### src/rtl/idli_io_unit_m.sv
// Nibble-serial I/O unit: external din/dout valid/accept ports on one side,
// word-serial IN/OUT transfers locked to the core nibble counter on the other.
module idli_io_unit_m #(
   parameter int WORD_W    = 16,
   parameter int NIB_W     = 4,
   parameter int NIBS      = WORD_W / NIB_W,
   parameter int CTR_W     = $clog2(NIBS),
   parameter int IN_DEPTH  = 4,
   parameter int OUT_DEPTH = 4
) (
   input  logic             i_core_gck,
   input  logic             i_core_rst_n,
   input  logic [CTR_W-1:0] i_io_ctr,
   input  logic             i_io_ctr_last_cycle,
   input  logic             i_io_rd_req,
   output logic [NIB_W-1:0] o_io_rd_data,
   output logic             o_io_rd_vld,
   input  logic             i_io_wr_req,
   input  logic [NIB_W-1:0] i_io_wr_data,
   output logic             o_io_stall,
   input  logic [NIB_W-1:0] i_core_din,
   input  logic             i_core_din_vld,
   output logic             o_core_din_acp,
   output logic [NIB_W-1:0] o_core_dout,
   output logic             o_core_dout_vld,
   input  logic             i_core_dout_acp
);

   localparam int IN_AW  = $clog2(IN_DEPTH);
   localparam int OUT_AW = $clog2(OUT_DEPTH);
   localparam logic [IN_AW:0]  IN_ONE  = (IN_AW+1)'(1);
   localparam logic [OUT_AW:0] OUT_ONE = (OUT_AW+1)'(1);
   localparam logic [CTR_W-1:0] CTR_ONE  = CTR_W'(1);
   localparam logic [CTR_W-1:0] CTR_LAST = CTR_W'(NIBS - 1);

   // Low until the first edge after reset release, so every output stays 0
   // through reset and release takes effect synchronously.
   logic run_reg;

   logic [WORD_W-1:0] in_mem [IN_DEPTH];
   logic [IN_AW:0]    in_wp_reg, in_rp_reg;
   logic              in_empty, in_full, in_push, in_pop;
   logic [WORD_W-1:0] in_head, in_word;
   logic [NIB_W-1:0]  in_head_nib [NIBS];
   logic [NIB_W-1:0]  asm_reg [NIBS];
   logic [CTR_W-1:0]  in_idx_reg;
   logic              din_acp, din_xfer;

   logic [WORD_W-1:0] out_mem [OUT_DEPTH];
   logic [OUT_AW:0]   out_wp_reg, out_rp_reg;
   logic              out_empty, out_full, out_push, out_pop;
   logic [WORD_W-1:0] out_head, out_word;
   logic [NIB_W-1:0]  out_head_nib [NIBS];
   logic [NIB_W-1:0]  wbuf_reg [NIBS];
   logic [CTR_W-1:0]  out_idx_reg;
   logic              dout_vld, dout_xfer;

   logic ctr_first;
   logic rd_active, rd_stall, wr_active, wr_stall;
   logic rd_active_reg, rd_stall_reg, wr_active_reg, wr_stall_reg;

   always_ff @(posedge i_core_gck or negedge i_core_rst_n) begin
      if (!i_core_rst_n) run_reg <= 1'b0;
      else               run_reg <= 1'b1;
   end

   // ---------------- input FIFO and assembler ----------------
   assign in_empty = (in_wp_reg == in_rp_reg);
   assign in_full  = (in_wp_reg[IN_AW] != in_rp_reg[IN_AW]) &&
                     (in_wp_reg[IN_AW-1:0] == in_rp_reg[IN_AW-1:0]);
   assign in_head  = in_mem[in_rp_reg[IN_AW-1:0]];

   assign din_acp  = run_reg & ~in_full;
   assign din_xfer = i_core_din_vld & din_acp;
   assign in_push  = din_xfer & (in_idx_reg == CTR_LAST);
   assign in_pop   = rd_active & i_io_ctr_last_cycle;

   // The final nibble bypasses the assembler so the word is pushed on the
   // same edge that transfers it.
   for (genvar gi = 0; gi < NIBS; gi++) begin : g_in_nib
      assign in_word[gi*NIB_W +: NIB_W] =
         (in_idx_reg == CTR_W'(gi)) ? i_core_din : asm_reg[gi];
      assign in_head_nib[gi] = in_head[gi*NIB_W +: NIB_W];
   end

   always_ff @(posedge i_core_gck) begin
      if (din_xfer) asm_reg[in_idx_reg] <= i_core_din;
      if (in_push)  in_mem[in_wp_reg[IN_AW-1:0]] <= in_word;
   end

   always_ff @(posedge i_core_gck or negedge i_core_rst_n) begin
      if (!i_core_rst_n) begin
         in_idx_reg <= '0;
         in_wp_reg  <= '0;
         in_rp_reg  <= '0;
      end else begin
         if (din_xfer) in_idx_reg <= in_idx_reg + CTR_ONE;
         if (in_push)  in_wp_reg  <= in_wp_reg + IN_ONE;
         if (in_pop)   in_rp_reg  <= in_rp_reg + IN_ONE;
      end
   end

   // ---------------- word-time grant / stall ----------------
   always_comb begin
      ctr_first = (i_io_ctr == '0);
      rd_active = rd_active_reg;
      rd_stall  = rd_stall_reg;
      wr_active = wr_active_reg;
      wr_stall  = wr_stall_reg;
      if (ctr_first) begin
         rd_active = run_reg & i_io_rd_req & ~in_empty;
         rd_stall  = run_reg & i_io_rd_req &  in_empty;
         wr_active = run_reg & i_io_wr_req & ~out_full;
         wr_stall  = run_reg & i_io_wr_req &  out_full;
      end
   end

   always_ff @(posedge i_core_gck or negedge i_core_rst_n) begin
      if (!i_core_rst_n) begin
         rd_active_reg <= 1'b0;
         rd_stall_reg  <= 1'b0;
         wr_active_reg <= 1'b0;
         wr_stall_reg  <= 1'b0;
      end else begin
         rd_active_reg <= rd_active & ~i_io_ctr_last_cycle;
         rd_stall_reg  <= rd_stall  & ~i_io_ctr_last_cycle;
         wr_active_reg <= wr_active & ~i_io_ctr_last_cycle;
         wr_stall_reg  <= wr_stall  & ~i_io_ctr_last_cycle;
      end
   end

   // ---------------- output FIFO and serialiser ----------------
   assign out_empty = (out_wp_reg == out_rp_reg);
   assign out_full  = (out_wp_reg[OUT_AW] != out_rp_reg[OUT_AW]) &&
                      (out_wp_reg[OUT_AW-1:0] == out_rp_reg[OUT_AW-1:0]);
   assign out_head  = out_mem[out_rp_reg[OUT_AW-1:0]];

   assign out_push  = wr_active & i_io_ctr_last_cycle;
   assign dout_vld  = run_reg & ~out_empty;
   assign dout_xfer = dout_vld & i_core_dout_acp;
   assign out_pop   = dout_xfer & (out_idx_reg == CTR_LAST);

   for (genvar gi = 0; gi < NIBS; gi++) begin : g_out_nib
      assign out_word[gi*NIB_W +: NIB_W] =
         (i_io_ctr == CTR_W'(gi)) ? i_io_wr_data : wbuf_reg[gi];
      assign out_head_nib[gi] = out_head[gi*NIB_W +: NIB_W];
   end

   always_ff @(posedge i_core_gck) begin
      if (wr_active) wbuf_reg[i_io_ctr] <= i_io_wr_data;
      if (out_push)  out_mem[out_wp_reg[OUT_AW-1:0]] <= out_word;
   end

   always_ff @(posedge i_core_gck or negedge i_core_rst_n) begin
      if (!i_core_rst_n) begin
         out_idx_reg <= '0;
         out_wp_reg  <= '0;
         out_rp_reg  <= '0;
      end else begin
         if (dout_xfer) out_idx_reg <= out_idx_reg + CTR_ONE;
         if (out_push)  out_wp_reg  <= out_wp_reg + OUT_ONE;
         if (out_pop)   out_rp_reg  <= out_rp_reg + OUT_ONE;
      end
   end

   // ---------------- outputs ----------------
   assign o_core_din_acp  = din_acp;
   assign o_core_dout_vld = dout_vld;
   assign o_core_dout     = dout_vld ? out_head_nib[out_idx_reg] : '0;
   assign o_io_rd_vld     = rd_active;
   assign o_io_rd_data    = rd_active ? in_head_nib[i_io_ctr] : '0;
   assign o_io_stall      = rd_stall | wr_stall;

endmodule

### config.mk
export PLATFORM = sky130hd
export DESIGN_NAME = idli_io_unit_m
export DESIGN_NICKNAME = d
export VERILOG_FILES = /design/src/rtl/idli_io_unit_m.sv
export SDC_FILE = /design/constraint.sdc
export NUM_CORES = 1
export LEC_CHECK = 0
export BUFFER_PORTS_ARGS = -buffer_cell sky130_fd_sc_hd__buf_2
export CAP_MARGIN = 30
export CORE_MARGIN = 1
export CORE_UTILIZATION = 35
export CTS_CLUSTER_SIZE = 10
export DETAILED_ROUTE_END_ITERATION = 8
export PLACE_DENSITY_LB_ADDON = 0.1
export SKIP_CTS_REPAIR_TIMING = 1
export SYNTH_ARGS = -nofsm -noshare
export SYNTH_HDL_FRONTEND = slang
export SYNTH_SLANG_ARGS = --single-unit
### constraint.sdc
create_clock -name i_core_gck -period 3.3 [get_ports i_core_gck]
set_input_delay 0.66 -clock i_core_gck [delete_from_list [all_inputs] [get_ports i_core_gck]]
set_output_delay 0.66 -clock i_core_gck [all_outputs]
set_load 0.01 [all_outputs]
# Word level (Yosys, flattened, before mapping)
# Memory sizes are Yosys's and may differ from the RTL's.
# Cells that the tools add are included.
# word_totals
regBits	21
latch_bits	0
mem_bits_rw	160
rom_bits	0
input_bits	17
output_inout_bits	12
elab_cells	94
mem_count	4
# mem_list
name	depth	word_bits	read_ports	rd_ports_with_merged_regs	wr	line_no	rtl
in_mem	4	16	1	0	1	40	logic [WORD_W-1:0] in_mem [IN_DEPTH];
out_mem	4	16	1	0	1	49	logic [WORD_W-1:0] out_mem [OUT_DEPTH];
asm_reg	4	4	4	0	1	45	logic [NIB_W-1:0] asm_reg [NIBS];
wbuf_reg	4	4	4	0	1	54	logic [NIB_W-1:0] wbuf_reg [NIBS];
# classes
n_addsub	6
multipliers	0
n_div	0
n_lt_le_gt_ge	2
n_eq_ne	13
shifts	0
mux	28
bitwise_logic	26
reduce_logical	4
# ops
cell	n
4-bit 2-to-1 mux	14
1-bit bitwise AND	18
4-bit binary-select mux with 2-bit select	2
3-bit by 1-bit adder with 3-bit output, second input constant	4
1-bit 2-to-1 mux	12
2-bit equality test, second input constant	5
3-bit equality test	2
3-bit greater-or-equal comparator, second input constant	2
2-bit NOT with 3-bit output	2
1-bit NOT	5
2-bit by 1-bit adder with 2-bit output, second input constant	2
2-bit by 1-bit equality test with 1-bit output, second input constant	2
2-bit equality test	2
2-bit zero test	2
1-bit logical AND	2
1-bit != test	2
1-bit bitwise OR	1

# Depth between registers and ports, before layout
# Gate-level depths: netlist (run 1).
# logic_depth
ltp_word	8
mapped_depth	7
ltp_nobuf	6

# Worst setup path after synthesis (run 1)
# No wires, ideal clock.
# synth_timing
kind	input port to flip-flop
from	in i_io_ctr[0]
to	mem out_mem[0][0], enable pin
setup_time_ns	0.389
arrival_time_ns	2.365
required_ns	2.911
path_slack_ns	0.546
cell_stages	5
path_buffers	1
cell_sequence	buf_4 > or2_4 > a311oi_2 > o21ai_2 > nor2_1
# synth_via
elab_chain_cells	5
# synth_rtl
element	line_no	rtl
start, declared	13	input logic [CTR_W-1:0] i_io_ctr,
2-bit zero test	105	ctr_first = (i_io_ctr == '0);
1-bit 2-to-1 mux	110	if (ctr_first) begin
1-bit bitwise AND	138	assign out_push = wr_active & i_io_ctr_last_cycle;
1-bit 2-to-1 mux	151	if (out_push) out_mem[out_wp_reg[OUT_AW-1:0]] <= out_word;
1-bit 2-to-1 mux (not written as such)	151	
end, declared	49	
# No other way between the ends.

# Worst setup path after layout (run 1)
# layout_timing
from	reg in_rp_reg[0]
to	out o_io_rd_data[0]
# layout_via
elab_chain_cells	5
word_cells_on_any_way	9
cone_classes	eq/ne: 1; mux: 5; bitwise: 2; memory: 1
# layout_rtl
element	line_no	rtl
start, declared	41	logic [IN_AW:0] in_wp_reg, in_rp_reg;
start signal, assigned	99	if (in_pop) in_rp_reg <= in_rp_reg + IN_ONE;
memory read 4 x 16 bit / 3-bit equality test (equally long branches)	-	
4-bit binary-select mux with 2-bit select / 1-bit NOT (equally long branches)	171, 111	
4-bit 2-to-1 mux (not written as such) / 1-bit bitwise AND (equally long branches)	171, 111	
4-bit 2-to-1 mux (not written as such) / 1-bit 2-to-1 mux (equally long branches)	171, 110	
4-bit 2-to-1 mux *	171	assign o_io_rd_data = rd_active ? in_head_nib[i_io_ctr] : '0;
end, declared	16	output logic [NIB_W-1:0] o_io_rd_data,
# Every way passes the cells marked *; elsewhere a longest branch is shown, timed or not. The select of a mux whose other input is x is not followed.

==> results.toml, run 1 <==
[global_route]
grt_antenna_before_repair = 0
first_global_vias = 3875
grt_usage_pct = 14.5
grt_overflow = 0
grt_max_degree = 22
grt_pass1_wl_um = 22800

[sta]
tightest_slew_ps = 634
fin_setup_tns_ps = 0
clock_skew_ps = 6.61
fin_crit_ps = 2950
hold_violations = 0
maxSlewViolCount = 0
finalSetupViolCount = 0
fmax_mhz = 339
rsz0062_at_grt = "false"
setup_ws_ps = 349
maxSlewHeadroom_pct = 57.8
period_share_pct = 89.4
fin_hold_ws_ps = 204

[finish]
final_util_pct = 41.3
num_antenna_cells = 0
area_growth_pct = 15.6
stdcell_count = 739
drive_gt1_share_pct = 32.1
fin_area_mm2 = 0.00864
nets = 483

[floorplanning]
die_h_um = 148
fp.dieW_um = 148
dieArea_mm2 = 0.0220
rows = 53
core-area_mm2 = 0.0210
start_util_pct = 35.7
ios = 29

[synth]
synth-async-reset-ratio_pct = 11.6
synth.most_common_cell = "edfxtp_1"
yosys_warnings = 0
synth_area_leaders = "edfxtp_1 (64%), mux4_2 (9.6%), dfrtp_1 (7.0%), mux2_2 (4.8%), ha_1 (2.5%)"
ys_ff_latch = 181
syn_area_mm2 = 0.00748
ys_seq_area_share_pct = 71.3
synth_top_area_share_pct = 64.2
synthCells = 401
synth_fp_nets = 433
synth_flop_cell = "edfxtp_1"
synth_common_cells = "edfxtp_1 (160), mux2_2 (32), mux4_2 (32), nand2_1 (27), dfrtp_1 (21)"
avgSynthCellArea_um2 = 18.6
synth_cell_type_count = 37
synth-edff-count = 160
synth_largest_area_cell = "edfxtp_1"

[place]
dp_slack_ps = 560
placedCellCount = 707
hpwl_um = 9580
io_buffer_count = 28
gp_congestion = 0.691
placed_area_mm2 = 0.00801

[drt]
dr.first_iter.drc_count = 161
drtPass1Iterations = 5
vias_per_cell = 4.85
drt-total-wl_um = 14400
routedWlPerCell_um = 19.5
vias = 3583
drtAntennaViolNets = 0
drc = 0

[critical_path]
cp.required_ps = 2640
path_class = "reg -> out"
worst-endpoint-arrival_ps = 2290
worstSetupEndpointType = "output port"
start_kind = "flop"
cp_max_fo = 19

[power_and_ir_drop]
power_density_mw_per_mm2 = 787
design_power_total_mw = 6.80
p_leak_nw = 3.00
ir_drop_mv = 0.410

[clocking]
ctsHtreeMaxLevel = 4
cts_inserted_buffers = 17
clkSinkCount = 181
cts_tree = "built"
insertion_delay_ps = 420
cts_root_buffer = "clkbuf_16"
clkTransAtPathRegs_ps = 60
cts.path.max_buffers = 2

[outcome]
outcome = "finished, final reports clean"

[flow_run]
maxCapViolCount = 0

[worst_hold_path]
holdCritPathClass = "in -> async"
-- layout make-up --
| cell class | instances | area, µm² |
|---|---|---|
| flip-flops and latches | 181 | 5330 |
| fillers | 1929 | 12300 |
| clock inverters | 14 | 209 |
| clock buffers | 18 | 429 |
| multi-input cells | 193 | 2020 |
| well taps | 275 | 344 |
| repair buffers | 45 | 268 |
| inverters | 13 | 48.8 |
-- kinds of logic (layout without fill, tap and decap cells) --
| family | count (synthesis) | in the layout | share of synthesized area [%] |
|---|---|---|---|
| flip-flops | 181 | 181 | 71.3 |
| AND/OR/NAND/NOR | 66 | 66 | 4.15 |
| multiplexers | 65 | 65 | 14.7 |
| AO/OA/AOI/OAI | 28 | 28 | 3.28 |
| buffers and inverters | 27 | 90 | 1.77 |
| XOR/XNOR | 18 | 18 | 2.31 |
| adder cells (fa/ha/maj) | 15 | 15 | 2.51 |
| other | 1 | 1 | 0.0501 |
-- power breakdown --
| group | switching [mW] | total, mW | internal, mW | leakage (nW) |
|---|---|---|---|---|
| logic | 0.887 | 1.68 | 0.797 | 0.990 |
| clock network | 0.840 | 2.18 | 1.34 | 0.305 |
| registers | 0.189 | 2.94 | 2.75 | 1.71 |
-- metal layers --
| metal | routed length, µm | global-route usage (%) | part of all wire (%) | vias up |
|---|---|---|---|---|
| met4 | 142 | 4.95 | 0.98 | 0 |
| met1 | 6330 | 17.4 | 44 | 1871 |
| li1 | - | - | - | 1670 |
| met5 | 0 | 0 | 0 | - |
| met2 | 7620 | 25.3 | 53 | 32 |
| met3 | 331 | 3.50 | 2.3 | 10 |
-- path summary, 6_finish.rpt --
kind / startpoint / endpoint / slack [ps] / cells after the start
max: in_rp_reg[0] / o_io_rd_data[0] / 350 / 5
min: i_core_rst_n / in_idx_reg[1] / 200 / 1
max reg2reg: out_rp_reg[1] / out_rp_reg[1] / 1070 / 6
min reg2reg: rd_stall_reg / rd_stall_reg / 520 / 2
max in group asynchronous: i_core_rst_n / in_rp_reg[0] / 2750 / 1
min in group i_core_gck: rd_stall_reg / rd_stall_reg / 520 / 2
-- worst max-delay path, cell delays in order, from the launching register on --
cell,delay (ps)
dfrtp_1,320
buf_4,350
mux4_2,580
a22oi_1,310
a31oi_1,140
buf_2,150
-- placed cells by master (no fill, tap or decap), drive strengths merged --
master / instances
o21ai: 4
a31oi: 5
edfxtp: 160
ha: 15
clkinv: 7
clkinvlp: 2
bufinv: 5
nor2b: 2
and2: 8
a32oi: 1
o211ai: 2
a22oi: 4
buf: 45
nor2: 10
nor3: 5
dfrtp: 21
nand2: 27
and3: 4
mux2: 33
nand4: 1
conb: 1
or2: 2
xor2: 3
nand2b: 2
o22ai: 8
inv: 13
a311oi: 3
o41a: 1
clkbuf: 18
xnor2: 15
nand3: 5
mux4: 32
Note: power is estimated with default switching activity, not from simulation.
==> run 2, diff against run 1 <==
SETUP_SLACK_MARGIN = 0.5   (was default)
==> run 2 against run 1 <==
  * Maximum frequency increased by 8.0%
  * Clock skew is 1.1 ps higher
  * Clock power is essentially flat
  * Die area did not move
  * Largest power group unchanged
  * Total power is 4.1% higher
  * Routed wire length is 2.3% higher
==> results.toml, run 2 (same netlist as run 1, synthesis figures left out) <==
[sta]
fin_crit_ps = 2730
hold_violations = 0
maxSlewViolCount = 0
fmax_mhz = 366
clock_skew_ps = 7.74
tightest_slew_ps = 557
fin_setup_tns_ps = 0
rsz0062_at_grt = "false"
period_share_pct = 82.8
maxSlewHeadroom_pct = 62.8
finalSetupViolCount = 0

[critical_path]
cp.required_ps = 2640
path_class = "reg -> out"
reg2reg_setup_slack_ps = 1100
critPathSlowestCell = "mux4_2"
max_stage_delay_ps = 520
path_cells = "buf_12 > mux4_2 > a22oi_1 > a31oi_2 > buf_2"
worst-endpoint-arrival_ps = 2070
worstSetupEndpointType = "output port"
start_kind = "flop"
cp_max_fo = 7

[place]
placed_area_mm2 = 0.00801
io_buffer_count = 28
hpwl_um = 9580
gp_congestion = 0.691

[global_route]
grt_antenna_before_repair = 0
grt_overflow = 0
grt_pass1_wl_um = 22800
grt_usage_pct = 14.5
first_global_vias = 3875
grt_max_degree = 22

[floorplanning]
fp.dieW_um = 148
dieArea_mm2 = 0.0220
rows = 53
die_h_um = 148
ios = 29
core-area_mm2 = 0.0210
start_util_pct = 35.7

[power_and_ir_drop]
design_power_total_mw = 7.09
p_int_mw = 5.09
power.switching_mw = 2.00
ir_drop_mv = 0.421
power.share.clock_pct = 30.7
netSwitchingFraction_pct = 28.2
p_leak_nw = 3.08
p_seq_share_pct = 42.1
p_comb_share_pct = 27.2
power_density_mw_per_mm2 = 800

[finish]
nets = 492
num_antenna_cells = 0
layout_commonest_cell = "edfxtp_1"
drive_gt1_share_pct = 35.9
area_growth_pct = 18.5
final_cell_mix = "edfxtp_1 (160), mux4_2 (32), mux2_2 (32)"
fin_area_mm2 = 0.00886

[clocking]
clkTransAtPathRegs_ps = 60
cts.path.max_buffers = 2
cts_root_buffer = "clkbuf_16"
insertion_delay_ps = 420
ctsHtreeMaxLevel = 4
cts_inserted_buffers = 17
clkSinkCount = 181
cts_tree = "built"

[drt]
drt-total-wl_um = 14800
vias_per_cell = 4.83
drtAntennaViolNets = 0
dr.first_iter.drc_count = 164
vias = 3612
drc = 0
routedWlPerCell_um = 19.7
drtPass1Iterations = 4

[outcome]
outcome = "finished, final reports clean"

[worst_hold_path]
holdCritPathClass = "in -> async"

[flow_run]
maxCapViolCount = 0
[run 2: metal layers]
metal | global-route usage [%] | part of all wire, % | vias up | routed length, µm
li1 | - | - | 1691 | -
met1 | 17.4 | 44 | 1884 | 6470
met2 | 25.3 | 53 | 27 | 7860
met3 | 3.50 | 2.0 | 10 | 295
met4 | 4.95 | 0.98 | 0 | 145
met5 | 0 | 0 | - | 0
[run 2: power groups by stage]
stage / Sequential (mW) / Combinational, mW / Clock, mW
after CTS: 2.95 / 1.74 / 2.23
after global routing: 3.02 / 2.12 / 2.33
final: 2.98 / 1.93 / 2.18
after floorplan: 2.91 / 1.33 / 0
after detailed placement: 3.00 / 1.72 / 0
after global placement: 2.99 / 1.70 / 0
[run 2: critical path, delay by kind of cell (launching register included)]
family / cells / cell delay (ps)
muxes: 1 / 520
DFF: 1 / 420
AOI/OAI and AO/OA: 2 / 400
buffers and inverters: 2 / 300
[run 2: cell type report]
| type | count | area (µm²) |
|---|---|---|
| fill | 1908 | 12100 |
| sequential | 181 | 5340 |
| multi-input combinational | 193 | 2090 |
| clock buffer | 18 | 429 |
| timing repair buffer | 54 | 403 |
| tap | 275 | 344 |
| clock inverter | 14 | 209 |
| inverter | 13 | 48.8 |
[run 2: path summary, 6_finish.rpt]
kind / cells after the start / to / start
min in group i_core_gck: 2 / rd_stall_reg / rd_stall_reg
max in group asynchronous: 1 / in_rp_reg[0] / i_core_rst_n
hold reg to reg: 2 / rd_stall_reg / rd_stall_reg
hold / removal: 1 / in_idx_reg[1] / i_core_rst_n
setup / recovery: 5 / o_io_rd_data[1] / in_rp_reg[0]
setup reg to reg: 6 / in_mem[2][5] / in_idx_reg[0]
[run 2: per-stage QoR]
step | util [%] | setup slack, ps | cells | hold slack, ps
2_1_floorplan | - | 546 | 401 | 364
3_3_place_gp | 38.2 | 577 | 707 | 518
3_5_place_dp | 38.2 | 560 | 707 | 514
4_1_cts | 41.3 | 274 | 739 | 205
5_1_grt | 42.3 | 481 | 748 | 233
6_report | 42.3 | 567 | 748 | 206
